`src/rtl/dc_upload_pkg.sv`:
```
// Shared definitions for the communication-assist upload/download paths:
// flit control codes, upload FSM encoding, reply commands and length clamping.
package dc_upload_pkg;

    localparam int MAX_FLITS = 9;
    localparam int FLIT_W    = 16;
    localparam int MSG_W     = MAX_FLITS * FLIT_W;

    localparam logic [3:0] MAX_LEN = 4'd9;

    localparam logic [1:0] HEAD = 2'b01;
    localparam logic [1:0] BODY = 2'b10;
    localparam logic [1:0] TAIL = 2'b11;

    typedef enum logic [1:0] {
        UP_IDLE = 2'b00,
        UP_REQ  = 2'b01,
        UP_BUSY = 2'b10
    } upload_state_t;

    // Reply commands shared with the download side.
    localparam logic [4:0] CMD_RD_REPLY      = 5'b00001;
    localparam logic [4:0] CMD_WR_REPLY      = 5'b00010;
    localparam logic [4:0] CMD_INV_REPLY     = 5'b00011;
    localparam logic [4:0] CMD_FLUSH_REPLY   = 5'b00100;
    localparam logic [4:0] CMD_SHARED_REPLY  = 5'b00101;

    function automatic logic [3:0] clamp_len(input logic [3:0] len);
        logic [3:0] res;
        if (len == 4'd0) begin
            res = 4'd1;
        end else if (len > MAX_LEN) begin
            res = MAX_LEN;
        end else begin
            res = len;
        end
        return res;
    endfunction

endpackage

```
`src/rtl/dc_upload_flit_sel.sv`:
```
// 9:1 flit selector over a 144-bit message; out-of-range selects give zero.
module flit_sel_9to1
    import dc_upload_pkg::*;
(
    input  logic [MSG_W-1:0]  msg,
    input  logic [3:0]        sel,
    output logic [FLIT_W-1:0] flit
);

    // Select flit number sel (0 = lowest 16 bits).
    always_comb begin
        flit = 16'h0000;
        case (sel)
            4'd0:    flit = msg[15:0];
            4'd1:    flit = msg[31:16];
            4'd2:    flit = msg[47:32];
            4'd3:    flit = msg[63:48];
            4'd4:    flit = msg[79:64];
            4'd5:    flit = msg[95:80];
            4'd6:    flit = msg[111:96];
            4'd7:    flit = msg[127:112];
            4'd8:    flit = msg[143:128];
            default: flit = 16'h0000;
        endcase
    end

endmodule

```
`src/rtl/dc_upload.sv`:
```
// Data-cache upload path: captures one outgoing message, requests the OUT
// arbiter, then serializes it flit by flit into the OUT fifo.
module dc_upload
    import dc_upload_pkg::*;
(
    input  logic              clk,
    input  logic              rst,
    input  logic              v_dc_upload,
    input  logic [MSG_W-1:0]  dc_upload_flits,
    input  logic [3:0]        dc_upload_len,
    output logic              dc_upload_ack,
    input  logic              upload_grant,
    input  logic              out_rdy,
    output logic              v_flit_out,
    output logic [FLIT_W-1:0] flit_out,
    output logic [1:0]        flit_ctrl_out,
    output logic [1:0]        dc_upload_state
);

    upload_state_t     r_state;
    logic [3:0]        r_cnt;
    logic [3:0]        r_len;
    logic [MSG_W-1:0]  r_msg;

    upload_state_t     w_state_nxt;
    logic [3:0]        w_cnt_nxt;
    logic [3:0]        w_len_nxt;
    logic [MSG_W-1:0]  w_msg_nxt;
    logic              w_ack;
    logic              w_v_flit;
    logic [1:0]        w_ctrl;
    logic              w_last;
    logic [FLIT_W-1:0] w_flit;

    flit_sel_9to1 u_flit_sel (
        .msg  (r_msg),
        .sel  (r_cnt),
        .flit (w_flit)
    );

    assign w_last = (r_cnt == (r_len - 4'd1));

    // State, counter, length and message registers.
    always_ff @(posedge clk) begin
        if (rst) begin
            r_state <= UP_IDLE;
            r_cnt   <= 4'd0;
            r_len   <= 4'd0;
            r_msg   <= {MSG_W{1'b0}};
        end else begin
            r_state <= w_state_nxt;
            r_cnt   <= w_cnt_nxt;
            r_len   <= w_len_nxt;
            r_msg   <= w_msg_nxt;
        end
    end

    // Next-state logic and flit/handshake outputs.
    always_comb begin
        w_state_nxt = r_state;
        w_cnt_nxt   = r_cnt;
        w_len_nxt   = r_len;
        w_msg_nxt   = r_msg;
        w_ack       = 1'b0;
        w_v_flit    = 1'b0;
        w_ctrl      = 2'b00;
        case (r_state)
            UP_IDLE: begin
                w_ack = v_dc_upload;
                if (v_dc_upload) begin
                    w_msg_nxt   = dc_upload_flits;
                    w_len_nxt   = clamp_len(dc_upload_len);
                    w_cnt_nxt   = 4'd0;
                    w_state_nxt = UP_REQ;
                end else begin
                    w_state_nxt = UP_IDLE;
                end
            end
            UP_REQ: begin
                if (upload_grant) begin
                    w_state_nxt = UP_BUSY;
                end else begin
                    w_state_nxt = UP_REQ;
                end
            end
            UP_BUSY: begin
                w_v_flit = 1'b1;
                if (w_last) begin
                    w_ctrl = TAIL;
                end else if (r_cnt == 4'd0) begin
                    w_ctrl = HEAD;
                end else begin
                    w_ctrl = BODY;
                end
                // A stalled flit keeps cnt, so the same flit/ctrl stay on the bus.
                if (out_rdy && w_last) begin
                    w_state_nxt = UP_IDLE;
                    w_cnt_nxt   = 4'd0;
                    w_len_nxt   = 4'd0;
                end else if (out_rdy) begin
                    w_cnt_nxt   = r_cnt + 4'd1;
                end else begin
                    w_state_nxt = UP_BUSY;
                end
            end
            default: begin
                w_state_nxt = UP_IDLE;
                w_cnt_nxt   = 4'd0;
                w_len_nxt   = 4'd0;
            end
        endcase
    end

    assign dc_upload_ack   = w_ack & ~rst;
    assign v_flit_out      = w_v_flit & ~rst;
    assign flit_out        = (w_v_flit && !rst) ? w_flit : 16'h0000;
    assign flit_ctrl_out   = rst ? 2'b00 : w_ctrl;
    assign dc_upload_state = r_state;

endmodule

```
`config.mk`:
```
export PLATFORM = sky130hd
export DESIGN_NAME = dc_upload
export DESIGN_NICKNAME = d
export VERILOG_FILES = /design/src/rtl/dc_upload_pkg.sv /design/src/rtl/dc_upload_flit_sel.sv /design/src/rtl/dc_upload.sv
export SDC_FILE = /design/constraint.sdc
export NUM_CORES = 1
export LEC_CHECK = 0
export CAP_MARGIN = 40
export CORE_MARGIN = 2
export CORE_UTILIZATION = 49
export CTS_CLUSTER_SIZE = 10
export DETAILED_ROUTE_END_ITERATION = 8
export GPL_TIMING_DRIVEN = 0
export PLACE_DENSITY = 0.78
export SLEW_MARGIN = 20
export SYNTH_ARGS = -nofsm -noshare
export SYNTH_HDL_FRONTEND = slang
export SYNTH_SLANG_ARGS = --single-unit
```
`constraint.sdc`:
```
create_clock -name clk -period 2.7 [get_ports clk]
set_clock_uncertainty 0.05 [all_clocks]
set_input_delay 0.54 -clock clk [delete_from_list [all_inputs] [get_ports clk]]
set_output_delay 0.54 -clock clk [all_outputs]
set_load 0.02 [all_outputs]
```
==> results of run 1 <==
==> logic make-up (layout without fill, tap and decap cells) <==
group | after synthesis | count (layout)
compound gates | 239 | 239
fa+ha+maj | 5 | 5
xor+xnor | 9 | 9
buf+inv | 79 | 289
mux | 13 | 13
flops | 154 | 154
simple gates | 363 | 363
==> layer usage <==
layer  wire [um]  track usage [%]
met5           0                0
met3        2508            7.358
met1        9707            43.27
met2       10650            48.13
met4         792            11.92
==> sequential cells by signal (all words and copies together) (netlist names) <==
| register | cells |
|---|---|
| r_len | 4 |
| r_cnt | 4 |
| r_msg | 144 |
| dc_upload_state | 2 |
==> power groups by stage <==
stage | registers (mW) | logic [mW] | clock network, mW
floorplan | 2.59 | 0.561 | 0
global placement | 2.62 | 0.987 | 0
detailed placement | 2.63 | 1.00 | 0
CTS | 2.59 | 1.10 | 2.23
global route | 2.61 | 1.25 | 2.33
finish | 2.60 | 1.16 | 2.24
==> metrics by stage <==
step                hold WS (ns)  setup WS, ns
floorplan                 0.3817        0.1669
global placement          0.3910       -0.6260
detailed placement        0.3946       -0.6392
CTS                       0.4023      -0.06543
global route              0.4195       -0.1324
finish                    0.4032       -0.1001
==> tightest hold or removal path, stage by stage (launching register included) <==
cell     delay (ns)
dfxtp_1        0.30
nand2_1        0.05
a21oi_1        0.05
==> layout by cell type, fill, tap and decap left out, drive strengths merged, types with 2 or more instances in the layout <==
cell type	count
nand2b	2
nor2b	2
a22o	8
a21oi	162
a22oi	6
a221oi	17
nand3	13
xnor2	6
nor3	3
clkinv	2
xor2	2
o22ai	5
ha	5
nor2	12
nand3b	9
a211o	2
a32o	3
dfxtp	154
clkdlybuf4s50	154
a31oi	15
a222oi	11
clkbuf	61
inv	6
o21ai	3
mux2i	13
and2	6
or2	2
buf	65
nand2	311
==> area by class of cell <==
type                       count  area [um^2]
multi-input combinational    629         3558
fill                        1032         3545
sequential                   154         3099
timing repair buffer         189         1861
clock buffer                  24        501.7
buffer                        67        395.4
tap                          176        220.2
clock inverter                 3        40.04
inverter                       6        22.52
==> timing repair <==
| item | 4_1_cts | 5_1_grt |
|---|---|---|
| endpoints found under the setup margin | 19 | 19 |
| hold buffers | 0 | 0 |
| buffers inserted | 8 | 7 |
| cloned | 1 | 0 |
| pin swaps | 24 | 16 |
| gates resized for setup | 180 | 43 |
==> worst paths after layout <==
kind | to | slack [ns] | start
worst max-delay path | flit_out[9] | -0.10 | r_cnt[2]
worst min-delay path | r_msg[143] | 0.40 | r_msg[143]
worst max register to register | r_msg[36] | 0.65 | dc_upload_state[1]
worst min register to register | r_msg[143] | 0.40 | r_msg[143]
==> qor.csv, run 1 <==
metric,value,unit
Core Area,13240,um^2
first-pass GRT wire length,34890,um
vias per cell,5.726,
adder-cell share of the synthesized area,0.9423,%
area share of the largest cell type after synthesis,46.44,%
"Top FF cell, synth",dfxtp_1,
RSZ-0062 raised after global routing,yes,
"Non-Filler Cell Area, Final",9698,um^2
clock slew at reported path FFs,0.06,ns
Routed WL per cell,18.96,um
Detailed Route WL,23660,um
Post-DP Area,8591,um^2
RePlAce Congestion,0.9138,
Top Ports,175,
drt drc,0,
Yosys Warn Count,0,
crit path kind,register to primary output,
Worst Reg-to-Reg Cells,6,
Final Power,6.006,mW
Max Slew Vio Count,0,
CTS buffer count,17,
family with the most delay on the worst path,compound AO/OA/AOI/OAI gates,
Async SR Flop Fraction,0,%
net switching power,1.666,mW
vias,7146,
"Buf+Inv Stages, Crit Path",3,
Lkg Pwr,3.499,nW
PD cells,619.3,nW/um^2
Post-synth EDFFs,0,
post-synthesis cell type count,44,
"count leader, synth",nand2_1,
GRT overflow,0,
fin crit period,2.800,ns
Max-Cap Viols,0,
initial antenna violation count,0,
Mapped Area,6639,um^2
die span in x,120.4,um
slew margin rel.,45.99,%
"top cells by count, synth","nand2_1, a21oi_1, dfxtp_1",
placed instance count,1211,
Fmax,357.1,MHz
CTS tree,yes,
"Setup violations, final",7,
NumNets Final,1222,
Final Hold Vio Count,0,
Max Fanout on Critical Path,6,
leading area contributor after synthesis,dfxtp_1,
final setup margin,-0.1001,ns
H-tree depth,4,
synthesized instance count,862,
Area Overhead vs Synth,46.08,%
antenna-violating nets left,0,
clk_lat worst skew,0.42,ns
crit-path most repeated cell,buf_12,
"slowest stage delay, CP",0.42,ns
crit path capture type,primary output,
dominant cells by area after synthesis,"dfxtp_1, nand2_1, a21oi_1",
CTS Sinks,154,
Yosys reg bits,154,
largest family of logic cells by synthesized area,simple AND/OR/NAND/NOR gates,
Tot GR Track Use,31.48,%
CP Launch Type,register,
number of global-route vias before repair,6575,
number of cells on the critical path,7,
Sw Ratio,27.74,%
worst vdd ir,0.4486,mV
synthesized area per cell,7.702,um^2
Initial Utilization,50.13,%
Internal Pwr Total,4.340,mW
first drt pass iteration count,8,
diode count,0,
Logic pwr share,19.3,%
Mapped Nets,1020,
DIE AREA,14500,um^2
worst hold path class,register to register,
Least-Margin Pin Slew,0.8102,ns
share of cells above drive strength 1,14.93,%
critical path's slowest cell,a222oi_1,
post-synthesis xor/xnor area fraction,1.413,%
1st-iter DRT viols,965,
hpwl dp,16070,um
clock power share,37.3,%
sequential power share,43.4,%
CTS root buffer,clkbuf_16,
placement row count,42,
period utilization,103.7,%
setup TNS,-0.4031,ns
multiplexer area fraction after synthesis,1.960,%
"non-filler cells, final",1248,
hold depth,2,
final core utilization,73.23,%
Worst EP arrival,2.21,ns
complex-gate fraction of the synthesized area,21.54,%
cell chain of the critical path,"nor2b_4, buf_12, buf_12, a22o_4, a222oi_1, a31oi_2, buf_4",
Buffers on Ports,173,
failing checks,setup timing,
clock buffer depth,2,
simple-gate portion of the synthesized area,22.18,%
largest net degree at the start of global routing,17,
Die Y,120.4,um
CP required,2.11,ns
status,"complete, but fails checks",
register area share after synthesis,46.44,%
(Power assumes the default switching activity.)
==> inputs of run 2 (changes only) <==
--- a/config.mk
+++ b/config.mk
@@ -10,7 +10,6 @@
 export CORE_UTILIZATION = 49
 export CTS_CLUSTER_SIZE = 10
 export DETAILED_ROUTE_END_ITERATION = 8
-export GPL_TIMING_DRIVEN = 0
 export PLACE_DENSITY = 0.78
 export SLEW_MARGIN = 20
 export SYNTH_ARGS = -nofsm -noshare
==> run 2 against run 1 <==
Compared with the run above: non-clock buffer count shrank 20; worst hold slack better by 0.0020 ns; the run still ends with setup timing left; design area is 0.46% lower; final cell count shrank 1.1%; sequential power about the same; critical path depth increased by 1; core utilization fell by 0.34 points; combinational power is essentially flat; sequential share of layout area increased by 0.14 points; maximum frequency is 1.4% lower; register-to-register slack worse by 0.08 ns.
==> qor.csv, run 2 (synthesized netlist as in run 1, its figures left out) <==
metric,value,unit,change
antenna-violating nets left,0,,unchanged
Core Area,13240,um^2,unchanged
Post-DP Area,8780,um^2,+2.2%
slew margin rel.,44.15,%,-1.8 points
pre-CTS setup slack,-0.06401,ns,+0.5752 ns
H-tree depth,4,,unchanged
vias per cell,5.506,,-3.8%
Largest register FFs,144,,unchanged
Initial Utilization,50.13,%,unchanged
Routed WL per cell,17.21,um,-9.2%
Final Hold Vio Count,0,,unchanged
number of global-route vias before repair,6280,,-4.5%
diode count,0,,unchanged
die span in x,120.4,um,unchanged
clock slew at reported path FFs,0.06,ns,about the same
PD cells,664.0,nW/um^2,+7.2%
Least-Margin Pin Slew,0.8377,ns,+0.02754 ns
Area Overhead vs Synth,45.40,%,
first drt pass iteration count,6,,-2
met3 Usage GRT,6.132,%,-1.2 points
share of cells above drive strength 1,14.93,%,about the same
initial antenna violation count,0,,unchanged
Layout fillers,1023,,-0.87%
DIE AREA,14500,um^2,unchanged
CP required,2.11,ns,about the same
CTS root buffer,clkbuf_16,,
most frequent cells in the layout,"nand2_1, a21oi_1, clkdlybuf4s50_1, dfxtp_1, buf_4",,
Largest regs,"r_msg x144, r_cnt x4, r_len x4",,
cts hold-fix bufs,0,,unchanged
RePlAce Congestion,0.9649,,+5.6%
final core utilization,72.89,%,-0.34 points
1st-iter DRT viols,721,,-25%
period utilization,105.2,%,+1.5 points
GRT overflow,0,,unchanged
drt drc,0,,unchanged
crit path kind,register to primary output,,
crit path capture type,primary output,,
"Non-Filler Cell Area, Final",9653,um^2,-0.46%
Top reg by flops,r_msg,,
CTS buffer count,17,,unchanged
worst vdd ir,0.4864,mV,+8.4%
CTS tree,yes,,
Max-Cap Viols,0,,unchanged
Fmax,352.1,MHz,-1.4%
fin crit period,2.840,ns,+0.03971 ns
"Setup violations, final",4,,-3
first-pass GRT wire length,32480,um,-6.9%
Worst EP arrival,2.25,ns,+0.04 ns
failing checks,setup timing,,
Detailed Route WL,21240,um,-10%
Tot GR Track Use,28.87,%,-2.6 points
RSZ-0062 raised after global routing,yes,,
largest net degree at the start of global routing,84,,+67
clock buffer depth,2,,unchanged
CTS Sinks,154,,unchanged
worst hold path class,register to register,,
Die Y,120.4,um,unchanged
placement row count,42,,unchanged
NumNets Final,1203,,-1.6%
routing usage on met1,40.03,%,-3.2 points
Max Slew Vio Count,0,,unchanged
clk_lat worst skew,0.43,ns,about the same
Fin Hold WS,0.4052,ns,+0.001967 ns
final setup margin,-0.1398,ns,-0.03971 ns
Buffers on Ports,174,,+0.58%
hpwl dp,14520,um,-9.6%
vias,6795,,-4.9%
Max Fanout on Critical Path,9,,+3
GR peak layer,met2,,
Top Ports,175,,unchanged
Lkg Pwr,3.562,nW,+1.8%
met2 Usage GRT,43.96,%,-4.2 points
CP Launch Type,register,,
status,"complete, but fails checks",,
"commonest non-fill, non-tap cell in the layout",nand2_1,,
[run 2: cell types whose count changed in the layout (fill, tap and decap cells not counted), moves of 7 or more]
cell / previous run / this run
buf_2: 27 / 4
buf_4: 26 / 63
a221oi_4: 8 / 0
a221oi_2: 4 / 11
clkbuf_8: 9 / 0
clkbuf_1: 31 / 0
a21oi_2: 9 / 2
a21oi_1: 152 / 160
[run 2: worst max-delay path, cell delays in order, from the launching register on]
cell and delay (ns):
dfxtp_4 0.38, inv_2 0.07, ha_4 0.17, buf_4 0.14
buf_6 0.14, buf_6 0.14, a222oi_1 0.39, a31oi_2 0.19
buf_4 0.19
[run 2: per-stage QoR]
stage | cells | TNS [ns] | power (mW)
floorplan | 862 | 0 | 3.148
global placement | 1198 | -0.1448 | 3.659
detailed placement | 1198 | -0.6479 | 3.676
CTS | 1233 | -0.007971 | 6.373
global route | 1234 | -0.8516 | 6.635
finish | 1234 | -0.2712 | 6.410
[run 2: cell type report]
type                       instances  area (um^2)  share of cell area (%)
inverter                           6        22.52                  0.2333
clock buffer                      17        425.4                   4.407
tap                              176        220.2                   2.281
timing repair buffer             236         2253                   23.34
sequential                       154         3098                   32.09
clock inverter                    15        247.7                   2.566
multi-input combinational        630         3386                   35.07
[run 2: final timing paths]
kind	start	to	slack, ns	depth (start not counted)
worst max register to register	dc_upload_state[1]	r_cnt[2]	0.57	7
worst min register to register	r_msg[68]	r_msg[68]	0.41	2
worst min-delay path	r_msg[68]	r_msg[68]	0.41	2
worst max-delay path	r_cnt[1]	flit_out[6]	-0.14	8
[run 2: what timing repair did]
action	4_1_cts	5_1_grt
cloned	1	0
setup buffers	3	1
gates resized for setup	120	39
pin swaps	15	16
endpoints found under the setup margin	19	17
[run 2: where the power goes]
| group | switching, mW | leakage, nW | internal, mW |
|---|---|---|---|
| clock | 0.958 | 0.319 | 1.73 |
| sequential | 0.126 | 1.27 | 2.46 |
| combinational | 0.588 | 1.98 | 0.545 |
[run 2: layer usage]
layer / vias up / part of all wire (%) / wire (um)
li1: 3299 / - / -
met1: 3127 / 43 / 9076
met2: 328 / 46 / 9674
met3: 41 / 8.9 / 1895
met4: 0 / 2.8 / 596
met5: - / 0 / 0
